**src/rtl/tdm_demux_pkg.sv**
```systemverilog
// Shared constants and types for the 4-lane TDM demultiplexer.
package tdm_demux_pkg;

  localparam int unsigned LANES  = 4;
  localparam int unsigned SLOT_W = 2;

  typedef enum logic {
    HUNT,
    LOCKED
  } state_e;

  function automatic logic [LANES-1:0] lane_onehot(input logic [SLOT_W-1:0] idx);
    logic [LANES-1:0] v;
    v      = '0;
    v[idx] = 1'b1;
    return v;
  endfunction

endpackage

```
**src/rtl/tdm_frame_tracker.sv**
```systemverilog
// Frame-sync tracker: hunts for fsync, walks the slot counter and flags sync faults.
module tdm_frame_tracker
  import tdm_demux_pkg::*;
(
  input  logic              i_clk,
  input  logic              i_rst,
  input  logic              i_ena,
  input  logic              i_fsync,
  input  logic              i_manual,
  output logic              o_we,
  output logic [SLOT_W-1:0] o_slot,
  output logic              o_frame_valid,
  output logic              o_locked,
  output logic              o_sync_err
);

  state_e            r_state, w_state_d;
  logic [SLOT_W-1:0] r_slot, w_slot_d;
  logic              r_ok, w_ok_d;
  logic              r_fv, w_fv_d;
  logic              r_err, w_err_d;

  always_comb begin
    w_state_d = r_state;
    w_slot_d  = r_slot;
    w_ok_d    = r_ok;
    w_fv_d    = 1'b0;
    w_err_d   = r_err;
    o_we      = 1'b0;
    o_slot    = '0;
    if (i_manual) begin
      w_state_d = HUNT;
      w_slot_d  = '0;
      w_ok_d    = 1'b0;
    end else if (i_ena) begin
      case (r_state)
        HUNT: begin
          if (i_fsync) begin
            o_we      = 1'b1;
            w_slot_d  = SLOT_W'(1);
            w_state_d = LOCKED;
            w_ok_d    = 1'b1;
          end
        end
        LOCKED: begin
          if (i_fsync) begin
            // An early sync realigns to slot 0; that frame is not reported as valid.
            o_we     = 1'b1;
            w_slot_d = SLOT_W'(1);
            if (r_slot != '0) begin
              w_err_d = 1'b1;
              w_ok_d  = 1'b0;
            end else begin
              w_ok_d  = 1'b1;
            end
          end else if (r_slot == '0) begin
            w_err_d   = 1'b1;
            w_state_d = HUNT;
          end else begin
            o_we     = 1'b1;
            o_slot   = r_slot;
            w_slot_d = r_slot + SLOT_W'(1);
            w_fv_d   = (r_slot == SLOT_W'(LANES - 1)) && r_ok;
          end
        end
        default: w_state_d = HUNT;
      endcase
    end
  end

  always_ff @(posedge i_clk) begin
    if (i_rst) begin
      r_state <= HUNT;
      r_slot  <= '0;
      r_ok    <= 1'b0;
      r_fv    <= 1'b0;
      r_err   <= 1'b0;
    end else begin
      r_state <= w_state_d;
      r_slot  <= w_slot_d;
      r_ok    <= w_ok_d;
      r_fv    <= w_fv_d;
      r_err   <= w_err_d;
    end
  end

  assign o_frame_valid = r_fv;
  assign o_locked      = (r_state == LOCKED);
  assign o_sync_err    = r_err;

endmodule

```
**src/rtl/tdm_demux4.sv**
```systemverilog
// 4-lane TDM demultiplexer: stream mode follows the frame tracker, manual mode routes by sel.
module tdm_demux4
  import tdm_demux_pkg::*;
#(
  parameter int unsigned W = 1
) (
  input  logic                clk,
  input  logic                rst,
  input  logic                ena,
  input  logic [W-1:0]        din,
  input  logic                fsync,
  input  logic                manual,
  input  logic [SLOT_W-1:0]   sel,
  output logic [LANES*W-1:0]  lane_out,
  output logic [LANES-1:0]    lane_upd,
  output logic                frame_valid,
  output logic                locked,
  output logic                sync_err
);

  logic                      w_trk_we;
  logic [SLOT_W-1:0]         w_trk_slot;
  logic                      w_we;
  logic [SLOT_W-1:0]         w_idx;
  logic [LANES-1:0][W-1:0]   r_lane;
  logic [LANES-1:0]          r_upd;

  tdm_frame_tracker u_tracker (
    .i_clk         (clk),
    .i_rst         (rst),
    .i_ena         (ena),
    .i_fsync       (fsync),
    .i_manual      (manual),
    .o_we          (w_trk_we),
    .o_slot        (w_trk_slot),
    .o_frame_valid (frame_valid),
    .o_locked      (locked),
    .o_sync_err    (sync_err)
  );

  assign w_we  = manual ? ena : w_trk_we;
  assign w_idx = manual ? sel : w_trk_slot;

  always_ff @(posedge clk) begin
    if (rst) begin
      r_lane <= '0;
      r_upd  <= '0;
    end else begin
      r_upd <= w_we ? lane_onehot(w_idx) : '0;
      if (w_we) begin
        r_lane[w_idx] <= din;
      end
    end
  end

  assign lane_out = r_lane;
  assign lane_upd = r_upd;

endmodule

```
**config.mk**
```make
export PLATFORM = sky130hd
export DESIGN_NAME = tdm_demux4
export DESIGN_NICKNAME = d
export VERILOG_FILES = /design/src/rtl/tdm_demux_pkg.sv /design/src/rtl/tdm_frame_tracker.sv /design/src/rtl/tdm_demux4.sv
export SDC_FILE = /design/constraint.sdc
export NUM_CORES = 1
export LEC_CHECK = 0
export CAP_MARGIN = 25
export CORE_AREA = 2 2 41 43
export CTS_CLUSTER_SIZE = 40
export DETAILED_ROUTE_END_ITERATION = 7
export DIE_AREA = 0 0 43 45
export PLACE_DENSITY_LB_ADDON = 0.12
export SYNTH_ARGS = -nofsm -noshare
export SYNTH_HDL_FRONTEND = slang
export SYNTH_SLANG_ARGS = --single-unit
export TNS_END_PERCENT = 20
```
**constraint.sdc**
```tcl
create_clock -name clk -period 2.42 [get_ports clk]
set_input_delay 0.363 -clock clk [delete_from_list [all_inputs] [get_ports clk]]
set_output_delay 0.363 -clock clk [all_outputs]
set_load 0.02 [all_outputs]
```
==> metrics.md <==
| Metric | Value |
|---|---|
| Synth warnings | 0 |
| Floorplan core area | 1470 sq um |
| Drt wl/cell | 12.1 microns |
| Post-synth top flop | dfxtp_1 |
| Max-cap viol count | 0 |
| CTS tree | done |
| Worst Hold Class | reg2reg |
| H-tree depth | 1 |
| Fillers | 141 |
| Final setup vio count | 0 |
| Worst-skew pair later-pin latency | 0.28 ns |
| Worst setup path start | u_tracker.r_slot[0] |
| Slew @ Worst Pin | 0.408 ns |
| Avg Cell Area, Syn | 9.81 sq um |
| Ratio of cells with drive above 1 in the final layout | 12.5% |
| Required @ worst endpoint | 2.63 ns |
| Max transition margin | 72.7% |
| Dominant cells by area after synthesis | dfxtp_1 (41%), mux2i_1 (5.8%), nand2b_1 (4.6%), nor2_1 (3.8%), ha_1 (3.6%) |
| Critical-path cell list | inv_1 > ha_1 > nor3b_4 > a32oi_1 > nor3_1 > mux2i_1 |
| Setup TNS Final | 0 ns |
| Grt total ovfl | 0 |
| Critical path type | reg2reg |
| Post-synth cell types | 31 |
| Drt pass-1 iters | 4 |
| CTS Buffer Depth | 2 |
| Mapped Cells | 70 |
| Std cell rows | 14 |
| Area occupied by multi-input gates | 365 sq um |
| Final worst-path cycle share | 71.8% |
| Setup bufs post-CTS | 0 |
| Critical path launch point type | flop |
| Startpoint of the worst hold path | u_tracker.r_ok |
| Biggest area consumer among synthesized cells | dfxtp_1 |
| Placed wire-length estimate | 981 microns |
| Top-count cell post-synth | dfxtp_1 |
| Cell area after synthesis | 687 sq um |
| FF/Latch Area | 280 sq um |
| Via count | 561 |
| R2r setup slk | 0.68 ns |
| Synthesis-to-layout area growth | 28.6% |
| Hold depth | 2 |
| Synth top area share | 40.8% |
| F_max | 575 MHz |
| Final hold violation count | 0 |
| Max Slew Vio Count | 0 |
| Worst reg2reg startpoint | u_tracker.r_slot[0] |
| Largest net degree at the start of global routing | 14 |
| Crit path max-delay family | simple AND/OR/NAND/NOR gates |
| Clk root buf | clkbuf_4 |
| CTS Buf Count | 3 |
| Leak | 0.322 nW |
| Die W | 43 microns |
| Vias per cell | 5.39 |
| Fraction of registers with async set/reset | 0% |
| Worst Hold Endpoint | u_tracker.o_frame_valid |
| Status | complete, no violations |
| Overall Global Routing Usage | 14.9% |
| Setup repair after global routing missed its margin | no |
| Clock Sinks | 14 |
| Number of buffers added on ports | 18 |
| Drc violations | 0 |
| Syn_nets | 80 |
| Vias in the first global route | 470 |
| Critical Path Max Stage Delay | 0.42 ns |
| Number of flops mapped to enable cells by yosys | 0 |
| First-pass GRT wire length | 2100 microns |
| Yosys reg bits | 14 |
| Minimum clock period | 1.74 ns |
| Diode count | 0 |
| Max VDD drop | 0.312 mV |
| Hold-fix buffers, CTS | 0 |
| Final nets | 100 |
| Initial detailed-routing violation count | 7 |
| Die Span Y | 45 microns |
| Crit-path max FO | 6 |
| Total wire length | 1260 microns |
| Most frequent cells after synthesis | dfxtp_1 (14), nor2_1 (7), nand2_1 (5), nand2b_1 (5), nor3_1 (5) |
| R2R depth | 6 |
| Die ar. | 1940 sq um |
| Final Wtd Congestion | 0.720 |
| Ports | 19 |
| Sequential share of the synthesized area | 40.8% |
| Post-CTS sizing | 0 |
| Final worst clock skew | 0.00242 ns |
| Number of nets with antenna violations after routing | 0 |
| Slowest stage cell, crit path | dfxtp_1 |
| Crit path arrival time | 1.95 ns |
| Fin Hold WS | 0.457 ns |
| CP endpoint kind | flop |
| Clock-pin slew on the worst setup and hold paths | 0.08 ns |
| Initial antenna violation count | 0 |
| Buf/Inv on CP | 1 |
| Pwr dens | 491 nW/um^2 |
| Initial core utilization | 46.7% |
| FF-to-FF End | lane_out[3] |
[tightest hold or removal path, delay by kind of cell, from the launching register on]
kind,cells,cell delay [ns]
simple gates,2,0.10
flops,1,0.32
[layer usage]
layer,wire length [microns],share of wire [%],up-vias,track usage [%]
li1,-,-,285,-
met1,624,49,260,19.2
met2,557,44,12,23.0
met3,57,4.5,4,4.40
met4,23,1.8,0,7.27
met5,0,0,-,0
[placed cells by master, fill, tap and decap left out, types with 2 or more instances in the layout]
| master | n |
|---|---|
| clkbuf_4 | 3 |
| clkdlybuf4s50_1 | 18 |
| dfxtp_1 | 14 |
| ha_1 | 2 |
| inv_1 | 2 |
| mux2i_1 | 4 |
| nand2_1 | 5 |
| nand2b_1 | 5 |
| nand3_1 | 2 |
| nor2_1 | 7 |
| nor2b_2 | 2 |
| nor3_1 | 5 |
[power by group]
group,switching [mW],internal (mW)
Combinational,0.0316,0.0329
Clock,0.0731,0.0577
Sequential,0.00306,0.236
[flip-flops by register name, summed over array words and instances, names as in the netlist]
signal,cells
lane_out,4
lane_upd,4
u_tracker.o_frame_valid,1
u_tracker.o_locked,1
u_tracker.o_sync_err,1
u_tracker.r_ok,1
u_tracker.r_slot,2
[per-stage QoR]
step                cells  power, mW  cell area, sq um  util, %  worst slack, ns
floorplan              70      0.286               687        -            0.859
global placement      101      0.308               861     58.5            0.453
detailed placement    101      0.309               861     58.5            0.417
CTS                   104      0.439               883     60.0            0.675
global route          104      0.454               883     60.0            0.514
finish                104      0.434               883     60.0            0.682
[how the worst max path moves through the flow]
stage / endpoint / cells past startpoint
2_1_floorplan: lane_out[3] / 6
3_3_place_gp: lane_out[2] / 5
3_5_place_dp: lane_out[2] / 5
4_1_cts: lane_out[3] / 6
5_1_grt: lane_out[3] / 6
6_report: lane_out[3] / 6
[logic make-up after synthesis]
family / after synthesis / share of synthesized area [%]
and+or+nand+nor: 32 / 28.1
DFF: 14 / 40.8
AOI/OAI and AO/OA: 10 / 11.1
buffers and inverters: 6 / 6.01
muxes: 5 / 9.11
adders and majority gates: 2 / 3.64
xor gates and xnor gates: 1 / 1.28
[final cells by class]
cell class                      count  area share [%]
Inverter                            2           0.850
Timing Repair Buffer               19            21.2
Clock buffer                        3            2.55
Sequential cell                    14            31.7
Tap cell                           16            2.27
Multi-Input combinational cell     50            41.4
Note: power is estimated with default switching activity, not from simulation.
==> patch, RTL diff (config.mk and constraints unchanged) <==
`LANES`: 4 -> 2.
--- a/src/rtl/tdm_demux_pkg.sv
+++ b/src/rtl/tdm_demux_pkg.sv
@@ -1,7 +1,7 @@
 // Shared constants and types for the 4-lane TDM demultiplexer.
 package tdm_demux_pkg;
 
-  localparam int unsigned LANES  = 4;
+  localparam int unsigned LANES  = 2;
   localparam int unsigned SLOT_W = 2;
 
   typedef enum logic {
Interface: changed (resized lane_out and lane_upd); port bits go from 19 to 15. No check against the original RTL was run, so the function may have changed too.
==> patch against the unedited design <==
- sequential power decreased by 28%
- register-to-register slack improved by 0.12 ns
- area after synthesis decreased by 32%
- wire length decreased by 28%
- worst setup slack improved by 0.070 ns
- sequential cell count decreased by 4
- design area decreased by 27%
- total power decreased by 24%
- largest power group unchanged
==> patch: results (changes against the unedited design) <==
outcome: "finished, final reports clean"
hp-class: "reg -> reg"
r2r-end: "lane_out[1]"
gp_congestion: 0.768  # +6.7%
wl_met3_um: 71  # +25%
arrival_ns: 1.31  # -0.64 ns
grt_pass1_wl_um: 1540  # -27%
p_comb_uw: 47.2  # -27%
skew_ns: 0.00375  # +0.00134 ns
p_clk_uw: 110  # -16%
share_comb_of_total_power_pct: 14.4  # -0.5 points
ir_worst_vdd_uv: 344  # +10%
clk_latency_ns: 0.26  # -0.02 ns
wl_per_cell_um: 11.0  # -9.3%
drt_first_pass_iters: 4  # unchanged
crit_family: "buffers and inverters"
power.group.top: "registers"
final_layout_size_suffix_gt1_share_pct: 8.96  # -3.5 points
crit_slowest_cell: "clkdlybuf4s50_1"
min-delay-start: "u_tracker.o_sync_err"
synth_commonest_cells: "dfxtp_1, nand2_1, nor3_1"
cts_max_path_buffers: 2  # unchanged
synth-seq-area-share_pct: 42.6  # +1.8 points
critPathMaxStageDelay_ns: 0.64  # +0.22 ns
whs_endpoint: "u_tracker.o_sync_err"
clkTransAtPathRegs_ns: 0.06  # -0.02 ns
final_nets: 79  # -21%
portBuffers: 14  # -4
cts_made_buffers: 3  # unchanged
drc: 0  # unchanged
synth_cell_types: 24  # -23%
hpwl_um: 681  # -31%
grt_max_degree: 11  # -3
drt-met1-wl_um: 457  # -27%
power.switching_uw: 77.5  # -28%
synth_fp_nets: 62  # -23%
synth_cells: 52  # -26%
relSlewSlack_pct: 71.5  # -1.1 points
grt_pass1_vias: 348  # -26%
ys_top_cells_by_area: "dfxtp_1, ha_1, nor3_1"
power_leakage_uw: 0.000234  # -27%
dpl.cell_count: 80  # -21%
vias_per_cell: 4.94  # -8.4%
crit_start: "u_tracker.o_locked"
postSynth.asyncResetShare_pct: 0  # unchanged
n_fill_cell: 156  # +11%
drtIter0Drc: 2  # -5
grt_util_all_layers_pct: 11.1  # -3.8 points
## patch: cell types whose count changed after synthesis, moves of 2 or more
cell      delta
nand3_1      -2
nand2b_1     -2
nor2b_1      +3
nor2_1       -3
buf_6        -2
nor2b_2      -2
dfxtp_1      -4
mux2i_1      -3
## patch: stage by stage
step	util [%]	setup WS (ns)	hold WS, ns	instance area, sq um
after global placement	42.3	0.596	0.464	622
after global routing	43.8	0.682	0.503	644
after floorplan	-	0.972	0.472	470
after detailed placement	42.3	0.572	0.471	622
final	43.8	0.751	0.475	644
after CTS	43.8	0.745	0.480	644
## patch: worst max-delay path by stage
stage,to,slack (ns)
after floorplan,lane_out[1],0.97
after global placement,lane_out[1],0.60
after detailed placement,lane_out[1],0.57
after CTS,locked,0.74
after global routing,locked,0.68
final,locked,0.75
## patch: routing by layer
layer	track usage, %	up-vias
li1	-	210
met1	13.3	185
met2	16.1	13
met3	6.40	2
met4	5.45	0
met5	0	-
## patch: kinds of logic after synthesis
group	count (synthesis)	synth area share [%]
and+or+nand+nor	25	30.3
adders and majority gates	2	5.32
AOI/OAI and AO/OA	9	14.4
muxes	1	2.13
DFF	10	42.6
xor gates and xnor gates	1	1.86
buffers and inverters	4	3.46
## patch: cell type report
cell class | instances | area (sq um) | area share (%)
Sequential cell | 10 | 200 | 31.1
Tap cell | 16 | 20.0 | 3.11
Clock buffer | 3 | 22.5 | 3.50
Multi-Input combinational cell | 38 | 254 | 39.4
Timing Repair Buffer | 14 | 140 | 21.7
Inverter | 2 | 7.51 | 1.17
